<file path="src/rtl/adder_pipe_stage_if.sv">
// rtl/adder_pipe_stage_if.sv - operand/result handshake bundle for the adder pipe stage
interface adder_pipe_stage_if #(
    parameter int N = 32
);
    logic         in_valid;
    logic         in_ready;
    logic [N-1:0] in_a;
    logic [N-1:0] in_b;
    logic         in_cin;
    logic         in_acc;
    logic         out_valid;
    logic         out_ready;
    logic [N-1:0] out_sum;
    logic         out_cout;
    logic         out_ovf;
    logic         out_zero;

    modport master (
        output in_valid, in_a, in_b, in_cin, in_acc, out_ready,
        input  in_ready, out_valid, out_sum, out_cout, out_ovf, out_zero
    );

    modport slave (
        input  in_valid, in_a, in_b, in_cin, in_acc, out_ready,
        output in_ready, out_valid, out_sum, out_cout, out_ovf, out_zero
    );
endinterface

</file>
<file path="src/rtl/adder_pipe_stage.sv">
// rtl/adder_pipe_stage.sv - two-stage add/accumulate pipeline with valid/ready flow control
module adder_pipe_stage #(
    parameter int N = 32
) (
    input logic              clk,
    input logic              rst,
    adder_pipe_stage_if.slave bus
);

    // S1: registered operand set
    logic         s1_valid;
    logic [N-1:0] s1_a;
    logic [N-1:0] s1_b;
    logic         s1_cin;
    logic         s1_acc;

    // S2: registered result; s2_sum doubles as the accumulator
    logic         s2_valid;
    logic [N-1:0] s2_sum;
    logic         s2_cout;
    logic         s2_ovf;
    logic         s2_zero;

    logic         advance;
    logic         accept;
    logic [N-1:0] op_a;
    logic [N:0]   full_sum;

    // Flow control and the adder itself; the accumulator read is the result
    // currently in S2, which is always the previous set in program order.
    always_comb begin
        advance  = s1_valid && (!s2_valid || bus.out_ready);
        accept   = bus.in_valid && (!s1_valid || advance);
        op_a     = s1_acc ? s2_sum : s1_a;
        full_sum = {1'b0, op_a} + {1'b0, s1_b} + {{N{1'b0}}, s1_cin};
    end

    assign bus.in_ready  = !s1_valid || advance;
    assign bus.out_valid = s2_valid;
    assign bus.out_sum   = s2_sum;
    assign bus.out_cout  = s2_cout;
    assign bus.out_ovf   = s2_ovf;
    assign bus.out_zero  = s2_zero;

    // S1 captures a new operand set on handshake, empties when it advances alone
    always_ff @(posedge clk or posedge rst) begin
        if (rst) begin
            s1_valid <= 1'b0;
            s1_a     <= '0;
            s1_b     <= '0;
            s1_cin   <= 1'b0;
            s1_acc   <= 1'b0;
        end else if (accept) begin
            s1_valid <= 1'b1;
            s1_a     <= bus.in_a;
            s1_b     <= bus.in_b;
            s1_cin   <= bus.in_cin;
            s1_acc   <= bus.in_acc;
        end else if (advance) begin
            s1_valid <= 1'b0;
        end
    end

    // S2 loads the sum and flags on advance, holds under backpressure, and keeps
    // the last sum after consumption so it can serve as the accumulator
    always_ff @(posedge clk or posedge rst) begin
        if (rst) begin
            s2_valid <= 1'b0;
            s2_sum   <= '0;
            s2_cout  <= 1'b0;
            s2_ovf   <= 1'b0;
            s2_zero  <= 1'b1;
        end else if (advance) begin
            s2_valid <= 1'b1;
            s2_sum   <= full_sum[N-1:0];
            s2_cout  <= full_sum[N];
            s2_ovf   <= (op_a[N-1] == s1_b[N-1]) && (full_sum[N-1] != op_a[N-1]);
            s2_zero  <= (full_sum[N-1:0] == '0);
        end else if (bus.out_ready) begin
            s2_valid <= 1'b0;
        end
    end

endmodule

</file>
<file path="src/flat_wrapper.sv">
// flat-port wrapper written by rule: the top's interface ports become plain ports
module adder_pipe_stage_flat 
#(
    parameter int N = 32
)
  (clk, rst, bus_in_valid, bus_in_a, bus_in_b, bus_in_cin, bus_in_acc, bus_out_ready, bus_in_ready, bus_out_valid, bus_out_sum, bus_out_cout, bus_out_ovf, bus_out_zero);
  adder_pipe_stage_if #(.N(N)) bus_i ();
  input logic clk;
  input logic rst;
  input wire logic [$bits(bus_i.in_valid)-1:0] bus_in_valid;
  input wire logic [$bits(bus_i.in_a)-1:0] bus_in_a;
  input wire logic [$bits(bus_i.in_b)-1:0] bus_in_b;
  input wire logic [$bits(bus_i.in_cin)-1:0] bus_in_cin;
  input wire logic [$bits(bus_i.in_acc)-1:0] bus_in_acc;
  input wire logic [$bits(bus_i.out_ready)-1:0] bus_out_ready;
  output wire logic [$bits(bus_i.in_ready)-1:0] bus_in_ready;
  output wire logic [$bits(bus_i.out_valid)-1:0] bus_out_valid;
  output wire logic [$bits(bus_i.out_sum)-1:0] bus_out_sum;
  output wire logic [$bits(bus_i.out_cout)-1:0] bus_out_cout;
  output wire logic [$bits(bus_i.out_ovf)-1:0] bus_out_ovf;
  output wire logic [$bits(bus_i.out_zero)-1:0] bus_out_zero;
  assign bus_i.in_valid = bus_in_valid;
  assign bus_i.in_a = bus_in_a;
  assign bus_i.in_b = bus_in_b;
  assign bus_i.in_cin = bus_in_cin;
  assign bus_i.in_acc = bus_in_acc;
  assign bus_i.out_ready = bus_out_ready;
  assign bus_in_ready = bus_i.in_ready;
  assign bus_out_valid = bus_i.out_valid;
  assign bus_out_sum = bus_i.out_sum;
  assign bus_out_cout = bus_i.out_cout;
  assign bus_out_ovf = bus_i.out_ovf;
  assign bus_out_zero = bus_i.out_zero;
  adder_pipe_stage #(.N(N)) u_core (.clk(clk), .rst(rst), .bus(bus_i));
endmodule
</file>
<file path="config.mk">
export PLATFORM = sky130hd
export DESIGN_NAME = adder_pipe_stage_flat
export DESIGN_NICKNAME = d
export VERILOG_FILES = /design/src/rtl/adder_pipe_stage_if.sv /design/src/rtl/adder_pipe_stage.sv /design/src/flat_wrapper.sv
export SDC_FILE = /design/constraint.sdc
export NUM_CORES = 1
export LEC_CHECK = 0
export ABC_AREA = 1
export BUFFER_PORTS_ARGS = -buffer_cell sky130_fd_sc_hd__buf_2
export CAP_MARGIN = 10
export CELL_PAD_IN_SITES_DETAIL_PLACEMENT = 1
export CELL_PAD_IN_SITES_GLOBAL_PLACEMENT = 1
export CORE_MARGIN = 4
export CORE_UTILIZATION = 44
export CTS_CLUSTER_SIZE = 14
export DETAILED_ROUTE_END_ITERATION = 8
export GPL_TIMING_DRIVEN = 0
export PLACE_DENSITY = 0.92
export SLEW_MARGIN = 20
export SYNTH_ARGS = -nofsm -noshare
export SYNTH_HDL_FRONTEND = slang
export SYNTH_SLANG_ARGS = --single-unit
</file>
<file path="constraint.sdc">
create_clock -name clk -period 4.9 [get_ports clk]
set_input_delay 0.245 -clock clk [delete_from_list [all_inputs] [get_ports clk]]
set_output_delay 0.245 -clock clk [all_outputs]
set_load 0.02 [all_outputs]
</file>
=== After elaboration in Yosys (flattened, before gate mapping) ===
Index checks and enable logic that the tools add are counted.

* Shift-type cells: 0
* Multiply operators: 0
* Reductions and logical operators: 10
* Equality and inequality tests: 2
* Multiplexer cells: 5
* Add/subtract/negate cells: 2
* Order comparisons: 0
* Divide/modulo/power cells: 0
* Bitwise logic cells: 0

{| class="wikitable"
|+ Operator list
! cell !! number
|-
| adder 32 x 32 -> 33 bit || 1
|-
| adder 33 x 1 -> 33 bit || 1
|-
| logical NOT 32 bit || 1
|-
| two-way mux 32 bit || 1
|-
| two-way mux 1 bit || 4
|-
| nonzero test 2 bit || 2
|-
| logical AND 1 bit || 3
|-
| logical NOT 1 bit || 2
|-
| logical OR 1 bit || 2
|-
| == test 1 bit || 1
|-
| inequality test 1 bit || 1
|}

* Input bits: 70
* Latch bits: 0
* Output and inout port bits: 37
* Register bits: 103
* Memories: 0
* Bits in writable memories: 0
* ROM bits: 0
* Word-level logic and storage cells: 29

=== Logic depth before layout (Yosys ltp) ===
Gate-level depths: netlist of the first run.

* Depth in word-level cells: 6
* Depth in mapped cells: 22
* Depth with buffers taken out: 20

=== Least setup slack after synthesis of the first run ===
No wires, ideal clock.

* Path type: flip-flop to flip-flop
* From: register u_core.s1_acc
* To: register u_core.s2_zero, in the netlist u_core.bus.out_zero
* Cell stages (with the launch flop): 19
* Setup time: 0.061 ns
* Clock period less this slack: 2.575 ns
* Data required time: 4.839 ns
* Arrival time: 2.514 ns
* Slack: 2.325 ns
* Path buffers: 1
* Cell sequence: dfrtp_1 -> buf_1 -> mux2i_1 -> fa_1 -> inv_1 -> fa_1 -> nand2_1 -> nand3_1 -> nand3_1 -> nand2_2 -> nand2_1 -> nand3b_1 -> nand2_1 -> nand2_1 -> nor2_1 -> nand2_1 -> nor2_1 -> nand3_1 -> nand2_1

* Word-level cells in the longest chain between the ends: 4

{| class="wikitable"
|+ RTL lines
! item !! RTL line !! text
|-
| start: declaration || adder_pipe_stage.sv:15 || <nowiki>logic s1_acc;</nowiki>
|-
| start signal: assignment || adder_pipe_stage.sv:58 || <nowiki>s1_acc <= bus.in_acc;</nowiki>
|-
| two-way mux 32 bit || adder_pipe_stage.sv:34 || <nowiki>op_a = s1_acc ? s2_sum : s1_a;</nowiki>
|-
| adder 32 x 32 -> 33 bit || adder_pipe_stage.sv:35 || <nowiki>full_sum = {1'b0, op_a} + {1'b0, s1_b} + {{N{1'b0}}, s1_cin};</nowiki>
|-
| adder 33 x 1 -> 33 bit || adder_pipe_stage.sv:35 ||
|-
| logical NOT 32 bit || adder_pipe_stage.sv:78 || <nowiki>s2_zero <= (full_sum[N-1:0] == '0);</nowiki>
|-
| end signal: assignment || adder_pipe_stage.sv:78 ||
|-
| end: declaration || adder_pipe_stage.sv:22 || <nowiki>logic s2_zero;</nowiki>
|}

Every way passes these cells.
A chain may end at the register's enable or synchronous reset.

=== Worst setup path in the final report of the first run ===
Same ends and word-level chain as after synthesis.

==> results of run 1 <==
## registers in the layout (all words and copies together) (netlist names)
signal                flops
u_core.bus.out_sum       32
u_core.s1_a              32
u_core.s1_b              32
u_core.bus.out_cout       1
u_core.bus.out_ovf        1
u_core.bus.out_valid      1
u_core.bus.out_zero       1
u_core.s1_acc             1
u_core.s1_cin             1
u_core.s1_valid           1
## power by group through the flow
| stage | sequential [mW] | clock (mW) | combinational (mW) |
|---|---|---|---|
| floorplan | 1.39 | 0 | 1.61 |
| global placement | 1.24 | 0 | 2.44 |
| detailed placement | 1.26 | 0 | 2.54 |
| CTS | 1.25 | 0.738 | 2.58 |
| global route | 1.27 | 0.775 | 2.88 |
| finish | 1.25 | 0.723 | 2.58 |
## metrics by stage
| step | util [%] | power [mW] | setup WS, ps | hold slack (ps) |
|---|---|---|---|---|
| finish | 52.0 | 4.55 | 1010 | 103 |
| global route | 52.0 | 4.93 | 823 | 110 |
| global placement | 49.7 | 3.68 | 708 | 465 |
| floorplan | - | 3.00 | 1950 | 395 |
| detailed placement | 50.0 | 3.80 | 1090 | 299 |
| CTS | 52.0 | 4.56 | 1060 | 103 |
## layout by cell type (no fill, tap or decap), types with 2 or more instances in the layout
master,count
nand3b_1,6
clkbuf_1,12
nor2_1,98
dfrtp_1,102
fa_1,2
a21oi_1,44
nand2_1,306
xnor2_1,4
nand2_2,12
xor2_1,4
buf_1,5
nand4_1,7
o21ai_0,45
mux2_2,44
buf_2,111
inv_8,2
a31oi_1,13
inv_2,8
nand3_2,3
nor2_2,8
nor3_1,2
inv_6,3
inv_1,140
clkbuf_16,9
clkinv_1,3
ha_1,31
nand3_1,34
o21bai_1,2
## synthesized netlist by cell type
cell and count:
buf_2 5, and2_1 1, a32o_1 1, nor3_1 2, o21ai_0 45, a21oi_1 44, nor3_2 1, inv_2 8
nand3_2 3, mux2i_1 1, fa_1 2, ha_1 31, nor2_2 8, mux2_2 44, nand3b_1 6, dfrtp_1 102
nor2_1 98, nand3_1 34, a31oi_1 13, clkinv_1 3, clkbuf_1 12, inv_1 141, a21boi_0 1, nand3b_2 1
buf_1 5, nand2_2 12, xnor2_1 4, nand4_1 7, xor2_1 4, o21bai_1 2, dfstp_2 1, nand2_1 306
## routing by layer
metal	global-route usage (%)	vias up	share of wire, %
met5	0	-	0
li1	-	3197	-
met2	47.7	142	52
met4	7.99	0	2.3
met3	3.59	34	3.6
met1	32.2	3247	42
## worst reg2reg max path, delay by kind of cell (launching register included)
kind / cells / cell delay, ps
compound gates: 1 / 140
flops: 1 / 420
fa+ha+maj: 1 / 360
simple gates: 14 / 1490
buf+inv: 4 / 1440
## cell type report
type                       instances  area (um^2)
buffer                            22         88.8
multi-input combinational        671         3530
tap                              188          235
timing repair buffer             108          568
clock buffer                       9          225
fill                            2013         7270
inverter                         152          576
clock inverter                     7         72.6
sequential                       103         2580
## cells by family (layout without fill, tap and decap cells)
family,Yosys count,after routing,share of synthesized area [%]
adders and majority gates,33,33,6.32
buffers and inverters,174,298,9.74
muxes,45,45,7.47
and+or+nand+nor,479,479,29.1
DFF,103,103,38.1
xor gates and xnor gates,8,8,1.04
AOI/OAI and AO/OA,106,106,8.26
## worst max-delay path by stage
stage,cells past startpoint,endpoint,slack [ps]
after detailed placement,20,u_core.bus.out_zero,1090
after global placement,2,u_core.s1_a[15],710
after global routing,18,u_core.bus.out_zero,820
after CTS,20,u_core.bus.out_zero,1060
after floorplan,1,u_core.bus.out_cout,1950
final,20,u_core.bus.out_zero,1010
==> flow_summary.yaml, run 1 <==
outcome:
  outcome: "finished, final reports clean"
timing:
  period_minus_slack_ps: 3890
  rsz0062_at_grt: "no"
  finalSetupTns_ps: 0
  drv_slew: 0
  hold_viol_final: 0
  setup_viol_count_final: 0
  fin_skew_ps: 8.63
  worst_slew_pin_slew_ps: 806
  slew_headroom_pct: 46.3
  period_share_pct: 79.5
  fmax_mhz: 257
critical_path:
  path_cells: "buf_1 > clkbuf_1 > nand2_1 > o21ai_0 > ha_1 > nand2_2 > inv_1 > nand2_1 > nand2_1 > inv_1 > nand3_2 > nand3_1 > nand2_1 > nand2_1 > nand2_1 > nor2_1 > nand2_1 > nor2_1 > nand3_1 > nand2_1"
  rr_worst_depth: 20
  path_max_fanout: 10
  reg2reg_slack_ps: 1010
  crit_type: "flop to flop"
  cpPeakStageDelay_ps: 680
  required_ps: 5220
  cp-end-kind: "flop"
  path_buf_inv: 4
  crit_path_start_kind: "flop"
  reg2reg_to: "u_core.bus.out_zero"
  r2r_start: "u_core.s1_acc"
  timing.critical_path.from: "u_core.s1_acc"
  worst_ep_arrival_time_ps: 4210
  crit_family: "simple AND/OR/NAND/NOR gates"
  cpMaxStageDelayCell: "clkbuf_1"
  timing.critical_path.mode_cell: "nand2_1"
cts:
  htree_levels: 3
  cts_buffers: 9
  cts_root_buf: "clkbuf_16"
  cts_hold_buf: 1
  postCtsSetupRepairBufs: 0
  clock_latency_ps: 370
  clk_pin_slew_worst_paths_ps: 80
  cts.path.max_buffers: 2
  cts_tree: "yes"
  cts_sinks: 103
  post_cts_resized: 0
synthesis:
  synth_top_area_share_pct: 37.7
  ys_ff_latch: 103
  synth_area_leader_cell: "dfrtp_1"
  yosys-top-cells-area: "dfrtp_1, nand2_1, inv_1, mux2_2, ha_1"
  synth_warnings: 0
  ys_types: 32
  syn_inst: 948
  syn_area_um2: 6770
  syn_nets: 1051
  yosysSeqAreaShare_pct: 38.1
  syn_avg_cell_area_um2: 7.14
route:
  wl_per_cell_um: 17.9
  dr_total_vias: 6620
  avgViaCountPerCell: 5.25
  first_pass_iters: 5
  drc_errors: 0
  drtAntennaViolNets: 0
  drt_iter0_markers: 363
  finalWirelength_mm: 22.5
cells_and_area:
  fin_area_um2: 7880
  stdcell_count: 1260
  drive_gt1_share_pct: 19.3
  nNetsFinal: 1170
  area_growth_pct: 16.3
  num_antenna_cells: 0
power:
  swShare_pct: 49.8
  clockPowerShare_pct: 15.9
  p_int_mw: 2.28
  power_density_nw_per_um2: 578
  switchingPower_mw: 2.27
  worst_ir_drop_vdd_v: 0.000259
  cellLeakagePower_nw: 4.30
  pwr-share-seq_pct: 27.4
  p_comb_share_pct: 56.7
die:
  die_h_um: 132
  initial_core_util_pct: 44.7
  pin_count: 107
  die_w_um: 132
  core_um2: 15100
  fp-row-count: 45
  dieArea_um2: 17400
worst_hold_path:
  hold_end: "u_core.s1_b[9]"
  hp-start: "bus_in_b[9]"
  hold_path_class: "primary input to flop"
  min_path_cells: 2
global_route:
  grt_first_pass_wirelength_mm: 36.3
  antenna_found_initial: 0
  grt.total_usage_pct: 26.2
  grt_max_degree: 59
  first_global_vias: 7136
  grt-ovfl-total: 0
placement:
  dp_hpwl_mm: 18.3
  io_buffers: 106
  post_dp_cell_area_um2: 7570
  dpl.cell_count: 1243
  place_congestion: 0.945
run:
  maxCapViolations: 0
Power figures use the tool's default switching activity.
==> run 2, diff against run 1 <==
--- a/config.mk
+++ b/config.mk
@@ -11,11 +11,11 @@
 export CELL_PAD_IN_SITES_DETAIL_PLACEMENT = 1
 export CELL_PAD_IN_SITES_GLOBAL_PLACEMENT = 1
 export CORE_MARGIN = 4
-export CORE_UTILIZATION = 44
+export CORE_UTILIZATION = 37
 export CTS_CLUSTER_SIZE = 14
 export DETAILED_ROUTE_END_ITERATION = 8
 export GPL_TIMING_DRIVEN = 0
-export PLACE_DENSITY = 0.92
+export PLACE_DENSITY = 0.83
 export SLEW_MARGIN = 20
 export SYNTH_ARGS = -nofsm -noshare
 export SYNTH_HDL_FRONTEND = slang
==> constraint.sdc (replaced) <==
create_clock -name clk -period 3.2 [get_ports clk]
set_input_delay 0.16 -clock clk [delete_from_list [all_inputs] [get_ports clk]]
set_output_delay 0.16 -clock clk [all_outputs]
set_load 0.02 [all_outputs]
==> run 2 against run 1 <==
Net effect: register-to-register slack worse by 790 ps; sequential share of layout area decreased by 0.71 points; largest power group unchanged; largest cell class unchanged; highest routed layer unchanged; critical path depth shrank 1; non-clock buffer count grew 3; critical endpoint unchanged; clock power is 65% higher; total power is 56% higher; worst hold slack worse by 83 ps; clock skew increased by 5.8 ps; final cell count up 3.5%; flip-flop and latch count unchanged.
==> flow_summary.yaml, run 2 (synthesis results as in run 1) <==
cells_and_area:
  area_growth_pct: 19.0
  final_common_cell: "nand2_1"
  fill_cells: 2324
  nNetsFinal: 1173
  num_antenna_cells: 0
  fin_util_pct: 44.8
  drive_gt1_share_pct: 22.0
  final_cell_mix: "nand2_1, inv_1, buf_2, dfrtp_1, nor2_1"
outcome:
  outcome: "finished, final reports clean"
global_route:
  grt.total_usage_pct: 22.5
  antenna_found_initial: 0
  grt_max_degree: 61
  grt-ovfl-total: 0
  grt_first_pass_wirelength_mm: 35.8
  first_global_vias: 6800
die:
  die_h_um: 143
  core_um2: 18000
  dieArea_um2: 20500
  pin_count: 107
  die_w_um: 143
  fp-row-count: 49
  initial_core_util_pct: 37.7
critical_path:
  cp-end-kind: "flop"
  timing.critical_path.mode_cell: "nand2_1"
  timing.critical_path.from: "u_core.s1_acc"
  r2r_start: "u_core.s1_acc"
  cpMaxStageDelayCell: "dfrtp_2"
  cpPeakStageDelay_ps: 450
  worst_ep_arrival_time_ps: 3300
  path_max_fanout: 10
  path_cells: "buf_6 > mux2i_2 > fa_1 > inv_2 > fa_2 > nand2_1 > nand3_1 > nand3_1 > nand2_4 > nand2_2 > nand2_1 > nand2_1 > nand2_1 > nand2_1 > nor2_2 > nand2_1 > nor2_1 > nand3_1 > nand2_1"
  crit_path_start_kind: "flop"
  required_ps: 3510
  crit_type: "flop to flop"
timing:
  worst_slew_pin_slew_ps: 752
  fin_skew_ps: 14.4
  setup_viol_count_final: 0
  hold_ws_ps: 20.9
  period_share_pct: 93.3
  drv_slew: 0
  slew_headroom_pct: 49.9
  period_minus_slack_ps: 2990
  fin_ws_ps: 214
  fmax_mhz: 335
  hold_viol_final: 0
worst_hold_path:
  hp-start: "bus_in_b[13]"
  hold_path_class: "primary input to flop"
placement:
  io_buffers: 106
  place_ws_ps: -778
  place_congestion: 0.979
  dp_hpwl_mm: 18.6
power:
  power_density_nw_per_um2: 880
  worst_ir_drop_vdd_v: 0.000469
  cellLeakagePower_nw: 4.34
  p_total_mw: 7.09
route:
  wl_per_cell_um: 17.3
  avgViaCountPerCell: 4.93
  dr_total_vias: 6424
  drc_errors: 0
  finalWirelength_mm: 22.5
  drt_iter0_markers: 220
  first_pass_iters: 4
  drtAntennaViolNets: 0
cts:
  cts.path.max_buffers: 2
  clock_latency_ps: 370
  cts_tree: "yes"
  clk_pin_slew_worst_paths_ps: 80
  htree_levels: 3
  cts_buffers: 9
  cts_root_buf: "clkbuf_16"
  cts_sinks: 103
run:
  maxCapViolations: 0
run 2: changes by cell type in the layout (fill, tap and decap cells not counted), moves of 3 or more:
cell	delta
nand2_1	-3
clkbuf_1	-5
clkbuf_2	+3
buf_4	+5
a21oi_2	+6
nor2_2	+5
nor2_1	-5
a21oi_1	-6
run 2: final cells by class:
class | instances | area (um^2) | area share [%]
well taps | 229 | 287 | 3.56
multi-input cells | 671 | 3600 | 44.7
flip-flops and latches | 103 | 2580 | 32.0
repair buffers | 111 | 591 | 7.33
inverters | 152 | 576 | 7.15
clock inverters | 7 | 85.1 | 1.06
plain buffers | 22 | 108 | 1.34
clock buffers | 9 | 225 | 2.80
run 2: worst paths after layout:
path,cells past startpoint,endpoint,slack (ps)
worst max-delay path,19,u_core.bus.out_zero,210
worst min-delay path,2,u_core.s1_b[13],20
worst max register to register,19,u_core.bus.out_zero,210
worst min register to register,2,u_core.bus.out_zero,480
max in group asynchronous,4,u_core.bus.out_zero,2180
min in group asynchronous,3,u_core.bus.out_valid,340
run 2: metal layers:
layer | global-route usage [%] | routed length [um]
met5 | 0 | 0
met4 | 4.86 | 274
met3 | 3.25 | 605
met2 | 41.2 | 11600
met1 | 28.3 | 10000
run 2: through the flow:
stage / instance area [um^2] / TNS, ps / std cells
6_report: 8050 / 0 / 1304
2_1_floorplan: 6770 / 0 / 948
5_1_grt: 8050 / -6.05 / 1304
3_3_place_gp: 7590 / -100620 / 1283
3_5_place_dp: 7620 / -6580 / 1284
4_1_cts: 7950 / 0 / 1301
run 2: power breakdown:
| group | leakage [nW] | total [mW] | switching (mW) | internal (mW) |
|---|---|---|---|---|
| clock network | 0.146 | 1.19 | 0.562 | 0.624 |
| logic | 3.01 | 4.00 | 2.66 | 1.34 |
| registers | 1.19 | 1.90 | 0.256 | 1.65 |
| total | 4.34 | 7.09 | 3.48 | 3.61 |
run 2: worst max-delay path, delay by kind of cell (launching register included):
kind,cells,cell delay (ps)
adder cells (fa/ha/maj),2,640
multiplexers,1,170
AND/OR/NAND/NOR,14,1380
flip-flops,1,450
buffers and inverters,2,280
run 2: timing repair:
action	in CTS	in global routing
endpoints found under the hold margin	43	0
gates cloned	0	0
pin swaps	0	4
buffers inserted	0	3
gates resized for setup	7	32
hold buffers	1	0
endpoints found under the setup margin	27	3
==> run 3, diff against run 2 <==
--- a/config.mk
+++ b/config.mk
@@ -11,11 +11,11 @@
 export CELL_PAD_IN_SITES_DETAIL_PLACEMENT = 1
 export CELL_PAD_IN_SITES_GLOBAL_PLACEMENT = 1
 export CORE_MARGIN = 4
-export CORE_UTILIZATION = 37
+export CORE_UTILIZATION = 44
 export CTS_CLUSTER_SIZE = 14
 export DETAILED_ROUTE_END_ITERATION = 8
 export GPL_TIMING_DRIVEN = 0
-export PLACE_DENSITY = 0.83
+export PLACE_DENSITY = 0.92
 export SLEW_MARGIN = 20
 export SYNTH_ARGS = -nofsm -noshare
 export SYNTH_HDL_FRONTEND = slang
==> constraint.sdc (replaced) <==
create_clock -name clk -period 3.5 [get_ports clk]
set_input_delay 0.175 -clock clk [delete_from_list [all_inputs] [get_ports clk]]
set_output_delay 0.175 -clock clk [all_outputs]
set_load 0.02 [all_outputs]
==> run 3 against run 2 <==
Net effect: clock skew is 6.9 ps lower; final area is 2.2% lower; die area is 15% lower; clock-buffer cell count stayed put; largest power group unchanged.
==> flow_summary.yaml, run 3 (synthesis results as in run 1) <==
timing:
  fmax_mhz: 304
  period_minus_slack_ps: 3290
  period_share_pct: 94.0
  setup_viol_count_final: 0
  hold_ws_ps: 37.8
  drv_slew: 0
  rsz0062_at_grt: "no"
  slew_headroom_pct: 47.2
  fin_skew_ps: 7.55
  worst_slew_pin_slew_ps: 791
  hold_viol_final: 0
cells_and_area:
  final_cell_mix: "nand2_1, inv_1, buf_2, dfrtp_1, nor2_1"
  drive_gt1_share_pct: 19.6
  fin_area_um2: 7880
  fin_util_pct: 52.0
  fill_cells: 2012
  num_antenna_cells: 0
  nNetsFinal: 1170
  final_common_cell: "nand2_1"
  stdcell_count: 1260
  area_growth_pct: 16.4
power:
  worst_ir_drop_vdd_v: 0.000363
  cellLeakagePower_nw: 4.31
  power_density_nw_per_um2: 809
cts:
  postCtsSetupRepairBufs: 0
  clock_latency_ps: 360
  clk_pin_slew_worst_paths_ps: 80
  cts_buffers: 9
  cts_tree: "yes"
  htree_levels: 3
  cts_root_buf: "clkbuf_16"
  cts_sinks: 103
  cts.path.max_buffers: 2
critical_path:
  crit_type: "flop to flop"
  crit_path_start_kind: "flop"
  r2r_start: "u_core.s1_acc"
  cp-end-kind: "flop"
  required_ps: 3810
  worst_ep_arrival_time_ps: 3600
  timing.critical_path.from: "u_core.s1_acc"
  path_max_fanout: 10
outcome:
  outcome: "finished, final reports clean"
route:
  wl_per_cell_um: 17.9
  drc_errors: 0
  finalWirelength_mm: 22.6
  avgViaCountPerCell: 5.23
  dr_total_vias: 6586
  drtAntennaViolNets: 0
  drt_iter0_markers: 420
  first_pass_iters: 4
global_route:
  first_global_vias: 7135
  grt_first_pass_wirelength_mm: 36.4
  grt-ovfl-total: 0
  grtUsageMet1_pct: 32.2
  use_met3_pct: 3.59
  grt.met2_usage_pct: 47.8
  grt-busiest-layer: "met2"
  grt_max_degree: 59
  grt.total_usage_pct: 26.3
  antenna_found_initial: 0
run:
  maxCapViolations: 0
placement:
  dpl.cell_count: 1243
  dp_hpwl_mm: 18.3
  io_buffers: 106
  place_congestion: 0.945
  post_dp_cell_area_um2: 7570
die:
  pin_count: 107
  fp-row-count: 45
  die_w_um: 132
  die_h_um: 132
  dieArea_um2: 17400
  core_um2: 15100
  initial_core_util_pct: 44.7
worst_hold_path:
  hold_path_class: "primary input to flop"
  hp-start: "bus_in_b[9]"
-- run 3: path summary, 6_finish.rpt --
path                            cells after the start  slack, ps                   to
min in group asynchronous                           3        380      u_core.s1_valid
worst min register to register                      2        480  u_core.bus.out_zero
worst max register to register                     20        210  u_core.bus.out_zero
worst min-delay path                                2         40       u_core.s1_b[9]
worst max-delay path                               20        210  u_core.bus.out_zero
max in group asynchronous                           4       2460  u_core.bus.out_zero
-- run 3: per-stage QoR --
| step | setup WS (ps) | power, mW | setup TNS [ps] |
|---|---|---|---|
| 4_1_cts | 223 | 6.39 | 0 |
| 6_report | 208 | 6.38 | 0 |
| 2_1_floorplan | 623 | 4.20 | 0 |
| 3_3_place_gp | -622 | 5.15 | -62570 |
| 3_5_place_dp | -315 | 5.32 | -797 |
| 5_1_grt | 9.48 | 6.90 | 0 |
-- run 3: cell type report --
class	instances	area, um^2	share of cell area (%)
multi-input cells	671	3530	44.8
repair buffers	108	568	7.21
flip-flops and latches	103	2580	32.7
well taps	188	235	2.99
clock buffers	9	225	2.86
clock inverters	7	72.6	0.921
inverters	152	576	7.31
plain buffers	22	92.6	1.18
-- run 3: critical path, cell delays in order, from the launching register on --
cell and delay (ps):
dfrtp_1 430, buf_2 340, buf_2 390, nand2_1 80, o21ai_0 100, ha_1 340, nand2_1 90, nand2_1 100
inv_1 70, nand2_1 90, inv_1 70, nand2_1 110, a21oi_1 250, nand2_1 100, nand2_1 90, nand2_1 60
nor2_1 100, nand2_1 80, nor2_1 140, nand3_1 120, nand2_1 80
-- run 3: what timing repair did --
| item | in CTS | in global routing |
|---|---|---|
| cloned | 0 | 0 |
| gates resized for setup | 3 | 1 |
| setup endpoints to repair | 7 | 1 |
| hold buffers | 1 | 0 |
| endpoints found under the hold margin | 45 | 0 |
-- run 3: metal layers --
layer / up-vias / share of wire, %
met1: 3224 / 42
met5: - / 0
li1: 3197 / -
met3: 31 / 4.3
met2: 134 / 52
met4: 0 / 2.0
-- run 3: where the power goes --
group	leakage, nW	total [mW]	internal (mW)	switching, mW
sequential	1.19	1.75	1.51	0.240
combinational	2.98	3.61	1.19	2.43
clock	0.143	1.01	0.505	0.507
